$ cat src/rtl/ex_stage_pkg.sv
// rtl/ex_stage_pkg.sv - shared widths, alu_op/div_op bit positions and divider FSM encoding for ex_stage.
package ex_stage_pkg;

  localparam int ID_TO_EX_W   = 184;
  localparam int EX_TO_MEM_W  = 103;
  localparam int EX_TO_ID_W   = 39;
  localparam int ID_PAYLOAD_W = 152;

  localparam int ALU_ADD  = 0;
  localparam int ALU_SUB  = 1;
  localparam int ALU_SLT  = 2;
  localparam int ALU_SLTU = 3;
  localparam int ALU_AND  = 4;
  localparam int ALU_NOR  = 5;
  localparam int ALU_OR   = 6;
  localparam int ALU_XOR  = 7;
  localparam int ALU_SLL  = 8;
  localparam int ALU_SRL  = 9;
  localparam int ALU_SRA  = 10;
  localparam int ALU_LUI  = 11;

  localparam int DIV_MODWU = 0;
  localparam int DIV_DIVWU = 1;
  localparam int DIV_MODW  = 2;
  localparam int DIV_DIVW  = 3;

  typedef enum logic [1:0] {
    DIV_IDLE = 2'd0,
    DIV_BUSY = 2'd1,
    DIV_DONE = 2'd2
  } div_state_t;

  // Payload occupies the low ID_PAYLOAD_W bits of id_to_ex_bus; upper bits are reserved.
  typedef struct packed {
    logic [31:0] pc;
    logic [11:0] alu_op;
    logic [3:0]  div_op;
    logic [31:0] src1;
    logic [31:0] src2;
    logic [31:0] rkd_value;
    logic        res_from_mem;
    logic        mem_we;
    logic        rf_we;
    logic [4:0]  rf_waddr;
  } id_payload_t;

endpackage

$ cat src/rtl/ex_divider.sv
// rtl/ex_divider.sv - 32-bit radix-2 restoring divider, 32 iterations, result held in DONE until ack.
module ex_divider
  import ex_stage_pkg::*;
(
  input  logic        clk,
  input  logic        resetn,
  input  logic        start,
  input  logic        is_signed,
  input  logic        ack,
  input  logic [31:0] dividend,
  input  logic [31:0] divisor,
  output logic        busy,
  output logic        done,
  output logic [31:0] quotient,
  output logic [31:0] remainder
);

  div_state_t  state, state_nxt;
  logic [4:0]  cnt;
  logic [31:0] q_reg, r_reg, d_reg, src1_reg;
  logic        neg_q, neg_r, div_zero;
  logic [31:0] a_mag, b_mag;
  logic [32:0] r_shift, diff;

  assign a_mag   = (is_signed & dividend[31]) ? -dividend : dividend;
  assign b_mag   = (is_signed & divisor[31])  ? -divisor  : divisor;
  assign r_shift = {r_reg, q_reg[31]};
  assign diff    = r_shift - {1'b0, d_reg};

  always_ff @(posedge clk or negedge resetn) begin
    if (!resetn) state <= DIV_IDLE;
    else         state <= state_nxt;
  end

  always_comb begin
    state_nxt = state;
    case (state)
      DIV_IDLE: if (start)        state_nxt = DIV_BUSY;
      DIV_BUSY: if (cnt == 5'd31) state_nxt = DIV_DONE;
      DIV_DONE: if (ack)          state_nxt = DIV_IDLE;
      default:                    state_nxt = DIV_IDLE;
    endcase
  end

  always_comb begin
    busy = (state == DIV_BUSY);
    done = (state == DIV_DONE);
  end

  always_ff @(posedge clk or negedge resetn) begin
    if (!resetn) begin
      cnt      <= 5'd0;
      q_reg    <= 32'd0;
      r_reg    <= 32'd0;
      d_reg    <= 32'd0;
      src1_reg <= 32'd0;
      neg_q    <= 1'b0;
      neg_r    <= 1'b0;
      div_zero <= 1'b0;
    end else if (state == DIV_IDLE && start) begin
      cnt      <= 5'd0;
      q_reg    <= a_mag;
      r_reg    <= 32'd0;
      d_reg    <= b_mag;
      src1_reg <= dividend;
      neg_q    <= is_signed & (dividend[31] ^ divisor[31]);
      neg_r    <= is_signed & dividend[31];
      div_zero <= (divisor == 32'd0);
    end else if (state == DIV_BUSY) begin
      // q_reg doubles as the dividend shift register; its low bits collect quotient bits.
      cnt   <= cnt + 5'd1;
      q_reg <= {q_reg[30:0], ~diff[32]};
      r_reg <= diff[32] ? r_shift[31:0] : diff[31:0];
    end
  end

  assign quotient  = div_zero ? 32'hFFFF_FFFF : (neg_q ? -q_reg : q_reg);
  assign remainder = div_zero ? src1_reg      : (neg_r ? -r_reg : r_reg);

endmodule

$ cat src/rtl/ex_stage.sv
// rtl/ex_stage.sv - pipeline EX stage: inline ALU, data SRAM request, optional divider under EX_DIV_EN.
module ex_stage
  import ex_stage_pkg::*;
(
  input  logic                   clk,
  input  logic                   resetn,
  output logic                   ex_allowin,
  input  logic                   id_to_ex_valid,
  input  logic [ID_TO_EX_W-1:0]  id_to_ex_bus,
  input  logic                   mem_allowin,
  output logic                   ex_to_mem_valid,
  output logic [EX_TO_MEM_W-1:0] ex_to_mem_bus,
  output logic [EX_TO_ID_W-1:0]  ex_to_id_bus,
  output logic                   data_sram_en,
  output logic [3:0]             data_sram_we,
  output logic [31:0]            data_sram_addr,
  output logic [31:0]            data_sram_wdata
);

  logic        ex_valid, ex_ready_go;
  id_payload_t ex_bus;
  logic [31:0] alu_result, ex_result, sra_result;
  logic [4:0]  shamt;
  logic        unused_reserved;

  assign unused_reserved = ^id_to_ex_bus[ID_TO_EX_W-1:ID_PAYLOAD_W];

  assign ex_allowin      = ~ex_valid | (ex_ready_go & mem_allowin);
  assign ex_to_mem_valid = ex_valid & ex_ready_go;

  always_ff @(posedge clk or negedge resetn) begin
    if (!resetn) begin
      ex_valid <= 1'b0;
      ex_bus   <= '0;
    end else begin
      if (ex_allowin) ex_valid <= id_to_ex_valid;
      if (id_to_ex_valid && ex_allowin) ex_bus <= id_to_ex_bus[ID_PAYLOAD_W-1:0];
    end
  end

  assign shamt      = ex_bus.src2[4:0];
  assign sra_result = $unsigned($signed(ex_bus.src1) >>> shamt);

  // alu_op is one-hot, so OR-ing the gated results selects the active operation.
  always_comb begin
    alu_result = 32'd0;
    if (ex_bus.alu_op[ALU_ADD])  alu_result |= ex_bus.src1 + ex_bus.src2;
    if (ex_bus.alu_op[ALU_SUB])  alu_result |= ex_bus.src1 - ex_bus.src2;
    if (ex_bus.alu_op[ALU_SLT])  alu_result |= {31'd0, $signed(ex_bus.src1) < $signed(ex_bus.src2)};
    if (ex_bus.alu_op[ALU_SLTU]) alu_result |= {31'd0, ex_bus.src1 < ex_bus.src2};
    if (ex_bus.alu_op[ALU_AND])  alu_result |= ex_bus.src1 & ex_bus.src2;
    if (ex_bus.alu_op[ALU_NOR])  alu_result |= ~(ex_bus.src1 | ex_bus.src2);
    if (ex_bus.alu_op[ALU_OR])   alu_result |= ex_bus.src1 | ex_bus.src2;
    if (ex_bus.alu_op[ALU_XOR])  alu_result |= ex_bus.src1 ^ ex_bus.src2;
    if (ex_bus.alu_op[ALU_SLL])  alu_result |= ex_bus.src1 << shamt;
    if (ex_bus.alu_op[ALU_SRL])  alu_result |= ex_bus.src1 >> shamt;
    if (ex_bus.alu_op[ALU_SRA])  alu_result |= sra_result;
    if (ex_bus.alu_op[ALU_LUI])  alu_result |= ex_bus.src2;
  end

`ifdef EX_DIV_EN
  logic        is_div, div_start, div_is_signed, div_busy, div_done;
  logic [31:0] div_q, div_r;

  assign is_div        = |ex_bus.div_op;
  assign div_start     = ex_valid & is_div & ~div_busy & ~div_done;
  assign div_is_signed = ex_bus.div_op[DIV_DIVW] | ex_bus.div_op[DIV_MODW];

  ex_divider u_divider (
    .clk       (clk),
    .resetn    (resetn),
    .start     (div_start),
    .is_signed (div_is_signed),
    .ack       (mem_allowin),
    .dividend  (ex_bus.src1),
    .divisor   (ex_bus.src2),
    .busy      (div_busy),
    .done      (div_done),
    .quotient  (div_q),
    .remainder (div_r)
  );

  assign ex_ready_go = ~is_div | div_done;
  assign ex_result   = ~is_div ? alu_result :
                       (ex_bus.div_op[DIV_DIVW] | ex_bus.div_op[DIV_DIVWU]) ? div_q : div_r;
`else
  logic unused_div_op;

  assign unused_div_op = ^ex_bus.div_op;
  assign ex_ready_go   = 1'b1;
  assign ex_result     = alu_result;
`endif

  assign ex_to_mem_bus = {ex_bus.pc, ex_bus.res_from_mem, ex_bus.rf_we, ex_bus.rf_waddr,
                          ex_result, ex_bus.rkd_value};
  assign ex_to_id_bus  = {ex_bus.rf_we & ex_valid, ex_bus.rf_waddr,
                          ex_bus.res_from_mem & ex_valid, ex_result};

  assign data_sram_en    = ex_valid & ex_ready_go & mem_allowin & (ex_bus.res_from_mem | ex_bus.mem_we);
  assign data_sram_we    = {4{ex_valid & ex_bus.mem_we & mem_allowin}};
  assign data_sram_addr  = ex_result;
  assign data_sram_wdata = ex_bus.rkd_value;

endmodule

$ cat config.mk
export PLATFORM = sky130hd
export DESIGN_NAME = ex_stage
export DESIGN_NICKNAME = d
export VERILOG_FILES = /design/src/rtl/ex_stage_pkg.sv /design/src/rtl/ex_divider.sv /design/src/rtl/ex_stage.sv
export SDC_FILE = /design/constraint.sdc
export NUM_CORES = 1
export LEC_CHECK = 0
export ABC_CLOCK_PERIOD_IN_PS = 9400
export CORE_MARGIN = 1.5
export CORE_UTILIZATION = 40
export DETAILED_ROUTE_END_ITERATION = 16
export PLACE_DENSITY = 0.67
export SLEW_MARGIN = 20
export SYNTH_ARGS = -nofsm -noshare
export SYNTH_HDL_FRONTEND = slang
export SYNTH_SLANG_ARGS = --single-unit
$ cat constraint.sdc
create_clock -name clk -period 9.4 [get_ports clk]
set_clock_uncertainty 0.2 [all_clocks]
set_input_delay 2.35 -clock clk [delete_from_list [all_inputs] [get_ports clk]]
set_output_delay 2.35 -clock clk [all_outputs]
set_load 0.02 [all_outputs]
==> run_results.csv <==
group,metric,value,unit
clocking,cts.sinks,149,
clocking,path_clk_slew,70,ps
setup_path,r2r_slack,6840,ps
final_layout,syn2layout_area_growth,20.3,%
power_and_ir_drop,power.leakage,7.90,nW
run,drv_cap,0,
timing,hold_violations,0,
clocking,holdBufCountCts,0,
drt,met3RoutedLength,5580,um
placement,portBuffers,364,
timing,rsz0062_at_grt,"no",
drt,avgRoutedWirePerCell,24.6,um
clocking,tritoncts,"yes",
clocking,htreeDepth,4,
die,fp.dieH,203,um
setup_path,critPathLaunchType,"register",
hold_path,min_delay_worst_endpoint,"ex_to_mem_bus[71]$_DFFE_PN0P_",
grt,track_usage,28.7,%
drt,drtIter0Drc,1834,
synth,synth_cell_types,84,
synth,synthCells,1761,
final_layout,final_nets,2167,
setup_path,worst-setup-path-type,"register to output port",
synth,synthFlopType,"dfrtp_1",
power_and_ir_drop,ir_drop,173,uV
die,num_rows,73,
drt,wl_met1,24200,um
grt,grt_max_degree,87,
drt,drt_drc_violations_left,0,
timing,worst_pin_slew,992,ps
die,ios,401,
drt,antenna_left,0,
power_and_ir_drop,powerDensity,211,nW/um2
clocking,worst_skew_pair.late_latency,470,ps
placement,hpwl,44400,um
clocking,cts_made_buffers,17,
setup_path,crit_required,6850,ps
timing,max_freq,129,MHz
synth,synth_edf_count,0,
drt,highest_layer,"met4",
die,die_w,203,um
synth,async_flop_share,100,%
setup_path,end_kind,"output port",
clocking,cts_setup_buffers,0,
synth,synth_area_leaders,"dfrtp_1 23%, mux2_2 12%, buf_4 8.5%, ha_1 7.6%, mux4_2 6.5%",
final_layout,drive_above_1_share,16.6,%
grt,grt_pass1_wl,89900,um
drt,vias,14725,
synth,syn_avg_cell_area,9.09,um2
synth,seq_area_frac_synth,23.3,%
final_layout,fill_cells,3754,
hold_path,whs_path_depth,1,
timing,period_minus_slack,7770,ps
hold_path,hp-start,"ex_to_mem_bus[71]$_DFFE_PN0P_",
grt,antenna_found_initial,1,
synth,ys_warn_count,0,
setup_path,reg2reg_depth,4,
setup_path,worst-path-max-fanout,47,
final_layout,finalCoreUtilization,48.6,%
drt,vias_per_cell,6.09,
grt,grt_overflow_total,0,
synth,syn-num-nets,2048,
setup_path,r2r-start,"ex_to_mem_valid$_DFFE_PN0N_",
die,core-area,39600,um2
timing,slew_violations,0,
die,design.die.area,41200,um2
hold_path,hold_class,"register to register",
drt,drt-total-wl,59500,um
timing,setup_tns,0,ps
clocking,cts.repair.resized,0,
drt,drtPass1Iterations,7,
setup_path,cp.arrival,5220,ps
clocking,cts.path.max_buffers,2,
timing,fin_crit_sh,82.6,%
drt,met2_length,27700,um
clocking,cts_root_buf,"clkbuf_16",
synth,synth_top_area_share,23.3,%
synth,ys_ff_latch,149,
synth,syn_area,16000,um2
timing,setup_viol,0,
setup_path,worstReg2RegEnd,"ex_to_id_bus[33]$_DFFE_PN0P_",
run_status,status,"finished, final reports clean",
grt,grt_pass1_vias,14472,
die,start_util,40.4,%
timing,max_slew_margin,33.8,%
placement,routabilityCongestion,1.00,
synth,yosys.area.top_type,"dfrtp_1",
## cells in the final DEF, fill, tap and decap left out, types with 13 or more instances in the layout
cell type and count:
buf_4 32, o21ai_1 29, nor3_1 38, inv_1 89, mux2_2 174, a222oi_1 27
dfrtp_1 146, o21ai_0 46, ha_1 97, o211ai_1 22, nand4_1 14, a21oi_1 108
nor2_1 115, xnor2_1 27, nand3_1 30, or3_1 13, nand2_1 90, nor2b_1 15
mux2i_1 83, a21o_1 16, clkdlybuf4s50_1 363, clkbuf_16 17, a211oi_1 14, mux4_2 46
## registers in the layout, summed over array words and instances, names as in the netlist
name / flops
data_sram_wdata: 32
ex_bus: 77
ex_to_id_bus: 5
ex_to_mem_bus: 34
ex_to_mem_valid: 1
## where the power goes
part | switching, mW | leakage, nW | internal (mW) | total [mW]
registers | 0.154 | 1.74 | 0.735 | 0.890
logic | 1.45 | 5.89 | 1.06 | 2.51
clock network | 0.308 | 0.269 | 0.354 | 0.662
total | 1.91 | 7.90 | 2.15 | 4.06
## cells in the mapped netlist, drive strengths merged, types with 5 or more instances
cell,instances
nand4,14
ha,97
o21ai,76
a221o,6
a21o,16
o21a,6
nand3,30
a22oi,10
or3,13
o22ai,10
inv,93
or2,6
o311ai,8
o21bai,10
a211oi,17
o211a,7
a31oi,10
nor2,115
mux4,46
a222oi,27
o31ai,8
nand2,91
o2111ai,10
nor4,9
xor2,7
nand2b,10
or4,7
a21oi,111
dfrtp,149
mux2,177
xnor2,27
mux2i,83
and3,7
buf,226
nor2b,15
o211ai,22
o221ai,8
clkbuf,70
a221oi,9
nor3,38
a211o,5
## worst max-delay path: stages (launching register included)
cell and delay (ps):
dfrtp_4 880, buf_4 590, mux2i_1 620, mux4_2 450
o221ai_1 140, nor4_1 740, o311ai_0 360, nand4_1 190
nand3_1 150, clkdlybuf4s50_1 580
## per-layer routing
metal,vias up,global-route usage [%]
li1,6539,-
met1,7232,37.1
met2,832,46.2
met3,122,7.48
met4,0,10.3
met5,-,0
## area by class of cell
cell class                      instances  area [um2]  share of cell area [%]
Multi-Input combinational cell       1221       10100                    52.3
Timing Repair Buffer                  396        3880                    20.2
Sequential cell                       149        3730                    19.4
Tap cell                              525         657                    3.41
Clock buffer                           20         457                    2.37
Inverter                               95         357                    1.85
Clock inverter                         12        93.8                   0.487
Antenna cell                            1        2.50                  0.0130
## stage by stage
stage | hold slack [ps] | power, mW | area (um2) | setup WS [ps] | instances
3_5_place_dp | 293 | 3.35 | 18700 | 2290 | 2386
5_1_grt | 322 | 4.27 | 19200 | 1370 | 2419
2_1_floorplan | 281 | 2.61 | 16000 | 2800 | 1761
3_3_place_gp | 287 | 3.33 | 18700 | 2340 | 2386
4_1_cts | 307 | 4.04 | 19200 | 1740 | 2418
6_report | 308 | 4.06 | 19200 | 1630 | 2419
## worst max-delay path by stage
stage,startpoint,end,slack [ps],cells past startpoint
after global placement,ex_bus[40]$_DFFE_PN0P_,data_sram_addr[25],2340,9
after CTS,ex_bus[40]$_DFFE_PN0P_,data_sram_addr[25],1740,9
after floorplan,ex_bus[42]$_DFFE_PN0P_,ex_to_id_bus[21],2800,16
after detailed placement,ex_bus[40]$_DFFE_PN0P_,data_sram_addr[25],2290,9
after global routing,ex_bus[40]$_DFFE_PN0P_,data_sram_addr[25],1370,9
final,ex_bus[40]$_DFFE_PN0P_,data_sram_addr[25],1630,9
## cells by family (layout without fill, tap and decap cells)
logic type	Yosys count	in the layout	synth area share, %
AO/OA/AOI/OAI	415	415	18.2
other	0	1	0
AND/OR/NAND/NOR	367	367	10.8
buffers and inverters	391	523	13.9
adder cells (fa/ha/maj)	99	99	7.83
multiplexers	306	306	24.1
flip-flops	149	149	23.3
XOR/XNOR	34	34	1.86
Note: power is estimated with default switching activity, not from simulation.
